`src/rtl/mining_pkg.sv`:
```
// Shared types, sizes and byte-order helpers for the nonce-sweep controller.
package mining_pkg;
    localparam int HDR_BYTES       = 80;
    localparam int HDR_W           = HDR_BYTES * 8;
    localparam int NONCE_W         = 32;
    localparam int NONCE_FIELD_LSB = 0;
    localparam int CNT_W           = $clog2(HDR_BYTES + 1);

    typedef enum logic [2:0] {
        ST_IDLE      = 3'd0,
        ST_ISSUE     = 3'd1,
        ST_WAIT      = 3'd2,
        ST_CHECK     = 3'd3,
        ST_FOUND     = 3'd4,
        ST_EXHAUSTED = 3'd5
    } state_t;

    function automatic logic [255:0] bswap256(input logic [255:0] d);
        logic [255:0] r;
        r = '0;
        for (int i = 0; i < 32; i++) begin
            r[8*i +: 8] = d[8*(31-i) +: 8];
        end
        return r;
    endfunction

    // Self-inverse: maps a nonce to its header field and back.
    function automatic logic [NONCE_W-1:0] nonce_le(input logic [NONCE_W-1:0] n);
        return {n[7:0], n[15:8], n[23:16], n[31:24]};
    endfunction
endpackage

```
`src/rtl/mining_ctrl_target.sv`:
```
// Combinational difficulty test: hit when the leading zero_bits bits of the byte-reversed digest are zero.
module target_check
    import mining_pkg::*;
(
    input  logic [255:0] digest_i,
    input  logic [7:0]   zero_bits_i,
    output logic         hit_o
);
    logic [255:0] value;
    logic [255:0] mask;

    assign value = bswap256(digest_i);
    assign mask  = ~({256{1'b1}} >> zero_bits_i);
    assign hit_o = ((value & mask) == '0);
endmodule

```
`src/rtl/mining_ctrl.sv`:
```
// Loads an 80-byte header, sweeps the nonce through the sha256 core and reports the first hit.
// One job per nonce (>= 3 cycles + hash latency); header bytes accepted only while idle.
module mining_ctrl
    import mining_pkg::*;
(
    input  logic               clk,
    input  logic               rst_n,
    input  logic               load_valid,
    input  logic [7:0]         load_data,
    output logic               load_ready,
    input  logic [7:0]         zero_bits,
    input  logic               cmd_start,
    input  logic               cmd_stop,
    output logic               sha_start,
    output logic [HDR_W-1:0]   sha_block,
    input  logic [255:0]       sha_hash,
    input  logic               sha_done,
    output logic               busy,
    output logic               found,
    output logic               exhausted,
    output logic [NONCE_W-1:0] result_nonce,
    output logic [255:0]       result_hash,
    output logic [31:0]        attempts
);
    state_t               state_q, state_d;
    logic [CNT_W-1:0]     byte_cnt_q, byte_cnt_d;
    logic [HDR_W-1:0]     header_q, header_d;
    logic [NONCE_W-1:0]   nonce_q, nonce_d;
    logic [31:0]          attempts_q, attempts_d;
    logic [255:0]         hash_q, hash_d;
    logic                 stop_pend_q, stop_pend_d;
    logic                 accept, loaded, hit, nonce_max;

    target_check u_target (
        .digest_i    (hash_q),
        .zero_bits_i (zero_bits),
        .hit_o       (hit)
    );

    // Gated by rst_n so every output reads 0 while reset is held.
    assign load_ready = rst_n && (state_q == ST_IDLE);
    assign accept     = load_valid && load_ready;
    assign loaded     = (byte_cnt_q == CNT_W'(HDR_BYTES));
    assign nonce_max  = (nonce_q == '1);

    always_comb begin
        state_d     = state_q;
        byte_cnt_d  = byte_cnt_q;
        header_d    = header_q;
        nonce_d     = nonce_q;
        attempts_d  = attempts_q;
        hash_d      = hash_q;
        stop_pend_d = stop_pend_q;

        if (accept) begin
            header_d   = {header_q[HDR_W-9:0], load_data};
            byte_cnt_d = loaded ? CNT_W'(1) : byte_cnt_q + CNT_W'(1);
        end

        case (state_q)
            ST_IDLE: begin
                stop_pend_d = 1'b0;
                if (cmd_start && !cmd_stop && loaded) begin
                    state_d    = ST_ISSUE;
                    attempts_d = '0;
                    nonce_d    = nonce_le(header_q[NONCE_FIELD_LSB +: NONCE_W]);
                end
            end
            ST_ISSUE: state_d = cmd_stop ? ST_IDLE : ST_WAIT;
            ST_WAIT: begin
                stop_pend_d = stop_pend_q | cmd_stop;
                if (sha_done) begin
                    hash_d     = sha_hash;
                    attempts_d = (attempts_q == '1) ? attempts_q : attempts_q + 32'd1;
                    if (stop_pend_q || cmd_stop) begin
                        state_d     = ST_IDLE;
                        stop_pend_d = 1'b0;
                    end else begin
                        state_d = ST_CHECK;
                    end
                end
            end
            ST_CHECK: begin
                if (cmd_stop) begin
                    state_d = ST_IDLE;
                end else if (hit) begin
                    state_d = ST_FOUND;
                end else if (nonce_max) begin
                    state_d = ST_EXHAUSTED;
                end else begin
                    nonce_d = nonce_q + 32'd1;
                    state_d = ST_ISSUE;
                end
            end
            ST_FOUND: begin
                if (cmd_stop) begin
                    state_d = ST_IDLE;
                end else if (cmd_start) begin
                    if (nonce_max) begin
                        state_d = ST_EXHAUSTED;
                    end else begin
                        nonce_d = nonce_q + 32'd1;
                        state_d = ST_ISSUE;
                    end
                end
            end
            ST_EXHAUSTED: if (cmd_stop || cmd_start) state_d = ST_IDLE;
            default: state_d = ST_IDLE;
        endcase
    end

    always_ff @(posedge clk or negedge rst_n) begin
        if (!rst_n) begin
            state_q     <= ST_IDLE;
            byte_cnt_q  <= '0;
            header_q    <= '0;
            nonce_q     <= '0;
            attempts_q  <= '0;
            hash_q      <= '0;
            stop_pend_q <= 1'b0;
        end else begin
            state_q     <= state_d;
            byte_cnt_q  <= byte_cnt_d;
            header_q    <= header_d;
            nonce_q     <= nonce_d;
            attempts_q  <= attempts_d;
            hash_q      <= hash_d;
            stop_pend_q <= stop_pend_d;
        end
    end

    assign sha_start    = (state_q == ST_ISSUE) && !cmd_stop;
    assign sha_block    = {header_q[HDR_W-1:32], nonce_le(nonce_q)};
    assign busy         = (state_q == ST_ISSUE) || (state_q == ST_WAIT) || (state_q == ST_CHECK);
    assign found        = (state_q == ST_FOUND);
    assign exhausted    = (state_q == ST_EXHAUSTED);
    assign result_nonce = nonce_q;
    assign result_hash  = hash_q;
    assign attempts     = attempts_q;
endmodule

```
`config.mk`:
```
export PLATFORM = sky130hd
export DESIGN_NAME = mining_ctrl
export DESIGN_NICKNAME = d
export VERILOG_FILES = /design/src/rtl/mining_pkg.sv /design/src/rtl/mining_ctrl_target.sv /design/src/rtl/mining_ctrl.sv
export SDC_FILE = /design/constraint.sdc
export NUM_CORES = 2
export LEC_CHECK = 0
export ABC_CLOCK_PERIOD_IN_PS = 2900
export BUFFER_PORTS_ARGS = -buffer_cell sky130_fd_sc_hd__buf_2
export CORE_AREA = 2 2 481 483
export DETAILED_ROUTE_END_ITERATION = 10
export DIE_AREA = 0 0 483 485
export GPL_TIMING_DRIVEN = 0
export HOLD_SLACK_MARGIN = 0.08
export PLACE_DENSITY = 0.47
export SLEW_MARGIN = 20
export SYNTH_ARGS = -nofsm -noshare
export SYNTH_HDL_FRONTEND = slang
export SYNTH_SLANG_ARGS = --single-unit
```
`constraint.sdc`:
```
create_clock -name clk -period 2.9 [get_ports clk]
set_input_delay 0.29 -clock clk [delete_from_list [all_inputs] [get_ports clk]]
set_output_delay 0.29 -clock clk [all_outputs]
set_load 0.01 [all_outputs]
```
==> metrics <==
outcome complete, but fails checks; failing checks setup timing; Die ar. around 0.23 sq mm; vias in the first global route around 43000; FMAX 0.273 GHz; Critical Path RT around 3.6 ns; Crit Reg-Reg Startpoint result_hash[177]; CP max stage cell o21ai_0; multiplexer share of the synthesized area 0.0629; Reg clk slew, reported paths roughly 0.060 ns; internal power 0.0316 W; clock tree sinks around 1000; layout cells sized above 1 0.375; drt total wl ~260000 um; Synth-to-Final Area Change 39.8%; Min-Delay Path Class input port to asynchronous set/reset pin; worst slack at placement -3.72 ns; TritonCTS clock tree done; Async S/R FF share, synth 1.00; GPL Wtd Cong 0.982; CP endpoint kind flip-flop; Slew HR 0.237; # fillers between 20000 and 25000; placed insts a little over 9000; Worst R2R End result_nonce[22]; later-pin clock latency in the skew report between 0.7 and 0.8 ns; Core ar. ~0.23 sq mm; initial antenna violation count 91; Power Dens Cells between 800 and 900 mW/mm^2; max-cap check violation count 0; Final HPWL DP 209000 um; fin crit share 1.26; met1 WL approximately 100000 um; CTS Buf Count around 120; first-pass GRT wire length between 300000 and 400000 um; Final Skew about 0.055 ns; Mapped Cells between 4000 and 5000; post-synthesis xor/xnor area fraction 0.00306; vias ~43000; combinational fraction of design power 0.299; DRC violation count after routing 0; Cell Chain, Critical Path buf_2 > clkbuf_1 > buf_2 > clkbuf_2 > nand2_1 > o21ai_0 > a21oi_1 > or3_1 > nand4_1 > nor4_4 > buf_6 > nand3_4 > nor2_4 > or2b_4 > buf_4 > buf_8 > a211oi_1; input/output buffers 1241; final non-filler cell total around 9800; nets@finish roughly 6900; min setup slack post-route -0.765 ns; CP Max Fanout 10; WL/cell roughly 27 um; WP data arrival approximately 4.3 ns; antenna viol nets, final 0; sum of buffers and inverters on the critical path 7; synthesis warning total 0; DR WL met2 approximately 130000 um; P_sw 0.0216 W; via-per-instance ratio about 4.4; Overflow after GRT 0; Syn Area/Cell approximately 9 sq um; Max Root-Sink Buffers 3; Die Height just under 500 um; Setup CP Type input port to flip-flop; CP startpoint kind input port; First DRT Iteration DRCs 3221; CP top delay family buffers and inverters; peak supply drop between 600 and 700 uV; Initial Util 0.200; Synth Area in Simple Gates 0.211; Seq cells post-synth slightly below 1000; Netlist cell types 76; RSZ-0062 raised after global routing yes; Static Leakage about 35 nW; Site Rows about 180; CTS H-tree depth 3; Switching Share 0.406; share of total power in sequential cells 0.415; Worst-Margin Slew 1.14 ns; CTS root buf clkbuf_16; first drt pass iteration count 6; synthesized area about 0.046 sq mm; flop2flop setup slack -0.71 ns; Clk pwr share 0.287; Max Used Layer met5; wire length on met3 slightly below 20000 um; largest family of logic cells by synthesized area simple AND/OR/NAND/NOR gates; cells on worst reg2reg path 11; adder and majority cell fraction of the synthesized area 0.00109; register area share after synthesis 0.530; EDFF count, synth 0; Final setup viols 34; post-synthesis compound-gate area fraction 0.0635; Worst path most repeated cell buf_2; largest net degree at the start of global routing around 120; Slew Limit Fails 0; Hold Slack approximately 0.17 ns; ys flop type dfrtp_1; Final Hold Viols 0; min cycle time layout roughly 3.7 ns; synthesized net count around 5300; num ports between 1000 and 1500; Die Wd approximately 480 um; Max stage delay on crit path roughly 0.56 ns; GR Util All Layers 0.217
-- power groups by stage --
stage,Combinational (W),Sequential (W),Clock [W]
finish,0.0159,0.0221,0.0153
global route,0.0169,0.0221,0.0162
detailed placement,0.0148,0.0221,0
floorplan,0.00706,0.0196,0
global placement,0.0147,0.0221,0
CTS,0.0157,0.0219,0.0157
-- what timing repair did --
| action | CTS | global route |
|---|---|---|
| endpoints found under the setup margin | 971 | 315 |
| gates resized for setup | 112 | 110 |
| hold endpoints to repair | 540 | 0 |
| cloned | 7 | 0 |
| hold buffers | 279 | 0 |
| buffers inserted | 16 | 9 |
| pin swaps | 15 | 14 |
-- through the flow --
stage | total power (W) | TNS, ns | util | cell area, sq um
after detailed placement | 0.0369 | -2097.45 | 0.245 | 56100
final | 0.0532 | -22.96 | 0.280 | 64000
after global routing | 0.0553 | -21.87 | 0.279 | 63900
after CTS | 0.0533 | -34.06 | 0.278 | 63600
after global placement | 0.0368 | - | 0.244 | 55800
after floorplan | 0.0267 | -2.62 | - | 45800
-- cells in the mapped netlist, drive strengths merged, types with 17 or more instances --
master,instances,area share
nand2,2016,0.17
dfrtp,971,0.53
buf,656,0.11
mux2,254,0.062
clkbuf,241,0.020
o21ai,113,0.012
nor2,103,0.0086
a21oi,66,0.0072
nand3,49,0.0054
nor3,48,0.0052
nand4,45,0.0061
a31oi,33,0.0045
a21o,23,0.0038
nor4,23,0.0031
o22a,22,0.0042
o211ai,20,0.0033
or3,20,0.0027
o21a,18,0.0030
and3,17,0.0023
or4,17,0.0029
-- state kept, by name, indices dropped and copies added, names as in the netlist --
name          count
stop_pend_q       1
result_hash     256
header_q        640
state_q           3
byte_cnt_q        7
attempts         32
result_nonce     32
-- cells by family after synthesis --
group | after synthesis
compound gates | 431
xor+xnor | 16
fa+ha+maj | 4
buf+inv | 911
flops | 971
mux | 256
simple gates | 2399
-- routing by layer --
metal / up-vias / global-route usage
met5: - / 0
met4: 4 / 0.0873
met3: 507 / 0.0548
met2: 2049 / 0.370
met1: 21700 / 0.260
li1: 19100 / -
-- how the worst max path moves through the flow --
stage | slack, ns | cells after the start | end | from
2_1_floorplan | -0.22 | 11 | result_nonce[22] | zero_bits[5]
3_3_place_gp | -21.06 | 1 | header_q[55] | rst_n
3_5_place_dp | -3.72 | 11 | header_q[152] | rst_n
4_1_cts | -0.96 | 11 | result_nonce[22] | result_hash[177]
5_1_grt | -0.70 | 12 | result_nonce[22] | result_hash[111]
6_report | -0.76 | 17 | result_nonce[26] | zero_bits[3]
-- tightest hold or removal path: stages --
cell    delay (ns)
buf_12        0.08
buf_16        0.09
buf_16        0.11
buf_16        0.11
buf_16        0.14
buf_16        0.19
buf_12        0.20
-- cells in the final DEF (no fill, tap or decap), types with 19 or more instances in the layout --
cell type | synthesis | layout
a21o_1 | 23 | 23
a21oi_1 | 66 | 64
a31oi_1 | 33 | 33
buf_2 | 11 | 1250
buf_4 | 642 | 664
clkbuf_1 | 241 | 181
clkbuf_16 | 0 | 116
clkbuf_2 | 0 | 69
clkbuf_8 | 0 | 26
clkinv_2 | 0 | 21
dfrtp_1 | 971 | 960
diode_2 | 0 | 48
dlygate4sd3_1 | 0 | 271
mux2_2 | 253 | 253
nand2_1 | 2016 | 2015
nand3_1 | 49 | 47
nand4_1 | 45 | 45
nor2_1 | 102 | 100
nor3_1 | 48 | 43
nor4_1 | 23 | 19
o211ai_1 | 20 | 20
o21ai_0 | 110 | 101
o22a_1 | 22 | 22
or3_1 | 20 | 19
-- layout make-up --
cell class	instances	area, sq um	share of cell area
Antenna cell	48	120	0.00188
Buffer	891	5950	0.0930
Clock buffer	169	3360	0.0525
Clock inverter	46	608	0.00950
Inverter	14	52.6	0.000821
Multi-Input combinational cell	3106	16000	0.249
Sequential cell	971	24300	0.380
Tap cell	3026	3790	0.0591
Timing Repair Buffer	1563	9860	0.154
(Power assumes the default switching activity.)
